### src/rtl/seq_divider_if.sv
// Operand/result bundle for the sequential divider.
// The ALU sequencer owns the master side; the divider owns the slave side.

// Handshake: start is sampled on a rising edge and is accepted only while the
// divider is idle or showing done; busy is high while a quotient is being
// iterated (start is ignored then); done is a one-cycle strobe marking the
// first cycle in which quotient/remainder/div_by_zero hold the new result.
// Results stay on the bus until the next accepted operation completes.
interface seq_divider_if #(
  parameter int W = 8
);
  logic         start;
  logic [W-1:0] dividend;
  logic [W-1:0] divisor;
  logic         busy;
  logic         done;
  logic [W-1:0] quotient;
  logic [W-1:0] remainder;
  logic         div_by_zero;

  modport master (
    output start, dividend, divisor,
    input  busy, done, quotient, remainder, div_by_zero
  );

  modport slave (
    input  start, dividend, divisor,
    output busy, done, quotient, remainder, div_by_zero
  );
endinterface

### src/rtl/seq_divider.sv
// Unsigned restoring divider: one quotient bit per clock, W steps per operation,
// registered results and a one-cycle done strobe. Divide-by-zero bypasses the loop.
module seq_divider #(
  parameter int W = 8
) (
  input  logic       clk,
  input  logic       rst_n,
  seq_divider_if.slave bus,
  output logic [1:0] dbg_state
);

  localparam int CW = $clog2(W);

  typedef enum logic [1:0] {
    IDLE = 2'd0,
    CALC = 2'd1,
    DONE = 2'd2
  } state_t;

  state_t        state;
  state_t        state_nxt;

  // The restored remainder is always below the divisor, so W bits suffice;
  // only the shifted trial value needs the extra bit.
  logic [W-1:0]  r;
  logic [W-1:0]  q;
  logic [W-1:0]  d;
  logic [CW-1:0] cnt;

  logic          accept;
  logic          last_step;
  logic [W:0]    shifted;
  logic [W:0]    diff;
  logic          fits;
  logic [W-1:0]  r_step;
  logic [W-1:0]  q_step;

  logic [W-1:0]  quotient_r;
  logic [W-1:0]  remainder_r;
  logic          div_by_zero_r;

  assign accept    = bus.start && ((state == IDLE) || (state == DONE));
  assign last_step = (cnt == CW'(W - 1));

  // A borrow out of the W+1-bit subtraction means the trial value is below D.
  assign shifted = {r, q[W-1]};
  assign diff    = shifted - {1'b0, d};
  assign fits    = ~diff[W];
  assign r_step  = fits ? diff[W-1:0] : shifted[W-1:0];
  assign q_step  = {q[W-2:0], fits};

  always_ff @(posedge clk or negedge rst_n) begin
    if (!rst_n) begin
      state <= IDLE;
    end else begin
      state <= state_nxt;
    end
  end

  always_comb begin
    state_nxt = state;
    case (state)
      IDLE, DONE: begin
        if (accept) begin
          state_nxt = (bus.divisor != '0) ? CALC : DONE;
        end else begin
          state_nxt = IDLE;
        end
      end
      CALC: begin
        if (last_step) begin
          state_nxt = DONE;
        end
      end
      default: state_nxt = IDLE;
    endcase
  end

  always_ff @(posedge clk or negedge rst_n) begin
    if (!rst_n) begin
      r             <= '0;
      q             <= '0;
      d             <= '0;
      cnt           <= '0;
      quotient_r    <= '0;
      remainder_r   <= '0;
      div_by_zero_r <= 1'b0;
    end else if (accept) begin
      if (bus.divisor != '0) begin
        r   <= '0;
        q   <= bus.dividend;
        d   <= bus.divisor;
        cnt <= '0;
      end else begin
        quotient_r    <= '1;
        remainder_r   <= bus.dividend;
        div_by_zero_r <= 1'b1;
      end
    end else if (state == CALC) begin
      r   <= r_step;
      q   <= q_step;
      cnt <= cnt + CW'(1);
      if (last_step) begin
        quotient_r    <= q_step;
        remainder_r   <= r_step;
        div_by_zero_r <= 1'b0;
      end
    end
  end

  // busy/done decode straight from the state register, so no input reaches them.
  assign bus.busy        = (state == CALC);
  assign bus.done        = (state == DONE);
  assign bus.quotient    = quotient_r;
  assign bus.remainder   = remainder_r;
  assign bus.div_by_zero = div_by_zero_r;
  assign dbg_state       = state;

endmodule

### src/flat_wrapper.sv
// flat-port wrapper written by rule: the top's interface ports become plain ports
module seq_divider_flat 
#(
  parameter int W = 8
)
  (clk, rst_n, dbg_state, bus_start, bus_dividend, bus_divisor, bus_busy, bus_done, bus_quotient, bus_remainder, bus_div_by_zero);
  seq_divider_if #(.W(W)) bus_i ();
  input  logic clk;
  input  logic rst_n;
  output logic [1:0] dbg_state;
  input wire logic [$bits(bus_i.start)-1:0] bus_start;
  input wire logic [$bits(bus_i.dividend)-1:0] bus_dividend;
  input wire logic [$bits(bus_i.divisor)-1:0] bus_divisor;
  output wire logic [$bits(bus_i.busy)-1:0] bus_busy;
  output wire logic [$bits(bus_i.done)-1:0] bus_done;
  output wire logic [$bits(bus_i.quotient)-1:0] bus_quotient;
  output wire logic [$bits(bus_i.remainder)-1:0] bus_remainder;
  output wire logic [$bits(bus_i.div_by_zero)-1:0] bus_div_by_zero;
  assign bus_i.start = bus_start;
  assign bus_i.dividend = bus_dividend;
  assign bus_i.divisor = bus_divisor;
  assign bus_busy = bus_i.busy;
  assign bus_done = bus_i.done;
  assign bus_quotient = bus_i.quotient;
  assign bus_remainder = bus_i.remainder;
  assign bus_div_by_zero = bus_i.div_by_zero;
  seq_divider #(.W(W)) u_core (.clk(clk), .rst_n(rst_n), .bus(bus_i), .dbg_state(dbg_state));
endmodule
### config.mk
export PLATFORM = sky130hd
export DESIGN_NAME = seq_divider_flat
export DESIGN_NICKNAME = d
export VERILOG_FILES = /design/src/rtl/seq_divider_if.sv /design/src/rtl/seq_divider.sv /design/src/flat_wrapper.sv
export SDC_FILE = /design/constraint.sdc
export NUM_CORES = 1
export LEC_CHECK = 0
export CAP_MARGIN = 40
export CORE_MARGIN = 10
export CORE_UTILIZATION = 33
export CTS_CLUSTER_SIZE = 40
export DETAILED_ROUTE_END_ITERATION = 10
export GPL_TIMING_DRIVEN = 1
export HOLD_SLACK_MARGIN = 0.02
export PLACE_DENSITY = 0.52
export SETUP_SLACK_MARGIN = 0.05
export SYNTH_ARGS = -nofsm -noshare
export SYNTH_HDL_FRONTEND = slang
export SYNTH_SLANG_ARGS = --single-unit
### constraint.sdc
create_clock -name clk -period 2.54 [get_ports clk]
set_clock_uncertainty 0.05 [all_clocks]
set_input_delay 0.508 -clock clk [delete_from_list [all_inputs] [get_ports clk]]
set_output_delay 0.508 -clock clk [all_outputs]
set_load 0.01 [all_outputs]
== Word level (Yosys, flattened, before mapping) ==
Cells that the tools add are included.
Operators by class
  multiplexer cells: 26
  $mul: 0
  magnitude comparators: 0
  divide/modulo/power cells: 0
  shifts and indexed selects: 0
  bitwise operators: 1
  add/sub/neg operators: 2
  reduce and logical (&&, ||, !) cells: 10
  eq/ne operators: 6
Operators by type and width (number)
  $mux W8: 15
  $mux W3: 3
  $sub A9 B8 Y9: 1
  $reduce_bool A8 Y1: 1
  $mux W2: 3
  $mux W1: 4
  $ne A2 B2 Y1 const B: 2
  $pmux W2 S2: 1
  $reduce_and A2 Y1: 2
  $reduce_bool A2 Y1: 2
  $add A3 B1 Y3 const B: 1
  $eq A3 B3 Y1 const B: 1
  $reduce_and A3 Y1: 1
  $eq A2 B1 Y1 const B: 1
  $eq A2 B2 Y1 const B: 1
  $logic_not A2 Y1: 1
  $ne A2 B1 Y1 const B: 1
  $reduce_or A2 Y1: 1
  $logic_and A1 B1 Y1: 1
  $logic_or A1 B1 Y1: 1
  $not A1 Y1: 1
Word-level totals
  memories kept: 0
  bits in read-only memories: 0
  bits of input ports: 19
  output and inout bits: 21
  bits in latches: 0
  logic and storage cells: 53
  register bits after elaboration: 46
  memory bits (writable): 0

== Logic depth before layout (Yosys ltp) ==
  word-level depth: 5
  depth in mapped cells: 12
  depth with buffers taken out: 10

== Worst setup path after synthesis ==
OpenSTA, ideal clock, no wires.
  path type: reg-to-reg
  start point: register u_core.q[7]
  end point: register u_core.remainder_r[5], in the netlist u_core.bus.remainder[5]
  path slack: -107 ps
  clock period less this slack: 2647 ps
  cell stages (with the launch flop): 12
  data required time: 2410 ps
  path buffers: 1
  arrival time: 2517 ps
  cell sequence: dfrtp_1 inv_1 ha_1 inv_1 fa_1 a211oi_2 nor3_1 mux2_4 and2_4 buf_6 or4b_4 o211ai_2
On the way
  word-level cells in the longest chain between the ends: 5
RTL lines
  start: declaration: line seq_divider.sv:26  | logic [W-1:0] q;
  start signal: assignment: line seq_divider.sv:91  | q <= bus.dividend;
  start signal: assignment: line seq_divider.sv:101  | q <= q_step;
  $sub A9 B8 Y9: line seq_divider.sv:47  | assign diff = shifted - {1'b0, d};
  $mux W8: line seq_divider.sv:49  | assign r_step = fits ? diff[W-1:0] : shifted[W-1:0];
  $mux W8: line seq_divider.sv:103  | if (last_step) begin
  $mux W8: line seq_divider.sv:99  | end else if (state == CALC) begin
  $mux W8: line seq_divider.sv:88  | end else if (accept) begin
  end signal: assignment: line seq_divider.sv:96  | remainder_r <= bus.dividend;
  end signal: assignment: line seq_divider.sv:105  | remainder_r <= r_step;
  end: declaration: line seq_divider.sv:39  | logic [W-1:0] remainder_r;
No other way between the ends. The select of a mux whose other input is x is not followed.
A chain may end at the register's enable or synchronous reset.

== Worst setup path in the final report ==
Ends and elaborated chain as after synthesis.

==> metrics.md <==
| Metric | Value |
|---|---|
| Fin nets | `roughly 350` |
| Largest family of logic cells by synthesized area | `simple AND/OR/NAND/NOR gates` |
| Worst Path Arrival | `about 2.8 ns` |
| CTS Root Cell | `clkbuf_8` |
| #FFs+latches synth | `46` |
| Achievable Freq | `between 300 and 400 MHz` |
| DRC | `0` |
| Mapped cell area | `between 2000 and 2500 µm²` |
| Most frequent cells after synthesis | `nand2_1, dfrtp_1, o21ai_0` |
| GPL Wtd Cong | `roughly 0.81` |
| Die Wd | `around 110 µm` |
| Global router's overall resource usage | `12.5%` |
| DR WL met2 | `roughly 3000 µm` |
| Starting Density | `34.6%` |
| IO buf count | `39` |
| Critical Path RT | `2.72 ns` |
| I/O pin count | `40` |
| Avg Inst Size Synth | `9.02 µm²` |
| Mux cell area share after synthesis | `~2.7%` |
| Yosys top cell area share | `approximately half` |
| Crit Path Class | `reg2reg` |
| Synth Area in Adders | `just over 6%` |
| Power per Cell Area | `~1600 nW/µm²` |
| Hpwl dp | `between 4000 and 5000 µm` |
| Final hold slack | `between 0.2 and 0.25 ns` |
| Die Height | `105 µm` |
| Sequential Area | `1150 µm²` |
| Syn_nets | `around 300` |
| Clock transition at path regs | `approximately 0.09 ns` |
| CTS Hold Bufs | `0` |
| Yosys cell types | `40` |
| Top FF cell, synth | `dfrtp_1` |
| CTS tree | `done` |
| Skew-Pair Late Insertion Delay | `around 0.3 ns` |
| CTS Buf Count | `5` |
| Place WS | `-0.0106 ns` |
| Setup WS post-layout | `-0.0671 ns` |
| Status | `finished, violations left` |
| Area of the multi-input gates | `1270 µm²` |
| Max-slew violations | `0` |
| Crit path time final | `around 2.6 ns` |
| Asr flop ratio synth | `100%` |
| Vias per cell | `around 5.1` |
| Leakage power total | `between 0.001 and 0.0015 µW` |
| Max Cap Violations | `0` |
| Post-synth EDFFs | `0` |
| CP Launch Type | `register` |
| Global-route wire length before repair | `roughly 11,000 µm` |
| Area contributors post-synth | `dfrtp_1, nand2_1, ha_1, o21ai_0, nand3_1` |
| Routed via count | `about 2,100` |
| Top-count cell post-synth | `nand2_1` |
| WL met3 | `262 µm` |
| Max Used Layer | `met4` |
| Clock sinks | `46` |
| Site Rows | `30` |
| Final non-filler cell total | `a little over 400` |
| Sequential fraction of the synthesis area | `a little under 50%` |
| Crit-path max FO | `3` |
| Fill cell count | `around 700` |
| Initial antenna violation count | `0` |
| M1 WL | `roughly 3300 µm` |
| Post-synth top area cell | `dfrtp_1` |
| DRT iter0 DRCs | `around 110` |
| Cells after synthesis | `between 200 and 300` |
| RSZ-0062 raised after global routing | `true` |
| Worst min-delay path class | `in2async` |
| Xor/xnor share of the synthesized area | `between 1 and 1.5%` |
| Final Setup Violations | `3` |
| Total wire length | `about 6700 µm` |
| Vias in the first global route | `between 2,000 and 2,500` |
| Synthesis-to-layout area growth | `34.1%` |
| Worst Setup End Kind | `register` |
| Worst-Margin Slew | `approximately 0.62 ns` |
| H-tree levels | `2` |
| GRT overflow | `0` |
| Antenna violation net count after detailed routing | `0` |
| Compound-Gate Fraction of Synth Area | `17.3%` |
| Wirelength per Cell | `16.1 µm` |
| YS warnings | `0` |
| Largest net degree at the start of global routing | `between 40 and 50` |
| VDD IR max | `between 900 and 1000 µV` |
| Die area | `11,100 µm²` |
| Slew margin rel. | `about three fifths` |
| CORE AREA | `6910 µm²` |
| First drt pass iteration count | `5` |
| N_diodes | `0` |
| Failing checks | `negative setup slack` |
| Placed cells | `between 400 and 500` |
| Final hold vios | `0` |
| Post-route clock period utilization | `103%` |
| Share of layout cells above drive strength 1 | `between 10% and 20%` |
| Simple-gate share of the synthesized area | `20.3%` |
| Clk buf depth | `2` |
[worst max-delay path: stages, from the launching register on]
cell and delay (ns):
dfrtp_1 0.39, inv_1 0.06, ha_2 0.17, inv_2 0.04, fa_2 0.37, a211oi_4 0.28, nor3_2 0.07, mux2_4 0.31
and2_4 0.15, or4b_4 0.52, o211ai_2 0.14
[sequential cells by signal, summed over array words and instances, names as in the netlist]
register                flops
u_core.bus.div_by_zero      1
u_core.bus.remainder        8
u_core.bus.quotient         8
u_core.dbg_state            2
u_core.q                    8
u_core.d                    8
u_core.r                    8
u_core.cnt                  3
[area by class of cell]
cell class              instances  area share, %
clock inverters                 3          0.741
well taps                      96           3.75
repair buffers                 58           16.6
inverters                      11           1.29
multi-input cells             196           39.6
clock buffers                   5           2.15
flip-flops and latches         46           35.9
[path summary, 6_finish.rpt]
check | slack (ns) | to | cells after the start | from
worst max-delay path | -0.07 | u_core.bus.remainder[5] | 10 | u_core.q[7]
worst min-delay path | 0.24 | u_core.d[1] | 2 | rst_n
worst max register to register | -0.07 | u_core.bus.remainder[5] | 10 | u_core.q[7]
worst min register to register | 0.43 | u_core.d[7] | 2 | u_core.d[7]
max in group asynchronous | 1.79 | u_core.bus.quotient[4] | 2 | rst_n
min in group clk | 0.43 | u_core.d[7] | 2 | u_core.d[7]
[cell families after synthesis]
group,Yosys count
mux,6
compound gates,66
simple gates,109
flops,46
buf+inv,23
fa+ha+maj,11
xor+xnor,4
[cells in the final DEF, fill, tap and decap left out, drive strengths merged, types with 2 or more instances in the layout]
master          n
o21a            4
nand2          59
inv            12
nand3          17
clkinvlp        2
o211ai          2
a211oi          2
ha             10
a21oi          16
nor2           16
mux2i           5
a22oi           6
a31oi           7
buf            20
clkbuf          5
nor2b           4
clkdlybuf4s50  38
nor3            2
and2            2
nand2b          3
nor4            2
o21ai          19
dfrtp          46
o22ai           2
or3             2
a21o            2
xnor2           4
[per-stage QoR]
step	cell area [µm²]	power [µW]	TNS, ns	util [%]
after floorplan	2390	3190	-0.0756	-
after global placement	2960	4070	0	42.8
after detailed placement	2960	4090	-0.0146	42.8
after CTS	3060	4640	-0.0409	44.3
after global routing	3210	5750	-1.20	46.4
final	3210	5270	-0.165	46.4
[power breakdown]
part / switching, µW / internal, µW
registers: 278 / 1090
clock network: 282 / 197
logic: 1720 / 1700
total: 2280 / 2990
[repair_timing]
action	4_1_cts	5_1_grt
resized for setup	1	33
pin swaps	0	8
cloned	0	0
setup endpoints to repair	4	17
setup buffers	1	4
[layer usage]
layer  up-vias  track usage [%]
met3         7             2.33
met4         0             4.22
met1      1010             17.6
li1       1031                -
met5         -                0
met2        48             18.6
Power figures use the tool's default switching activity.
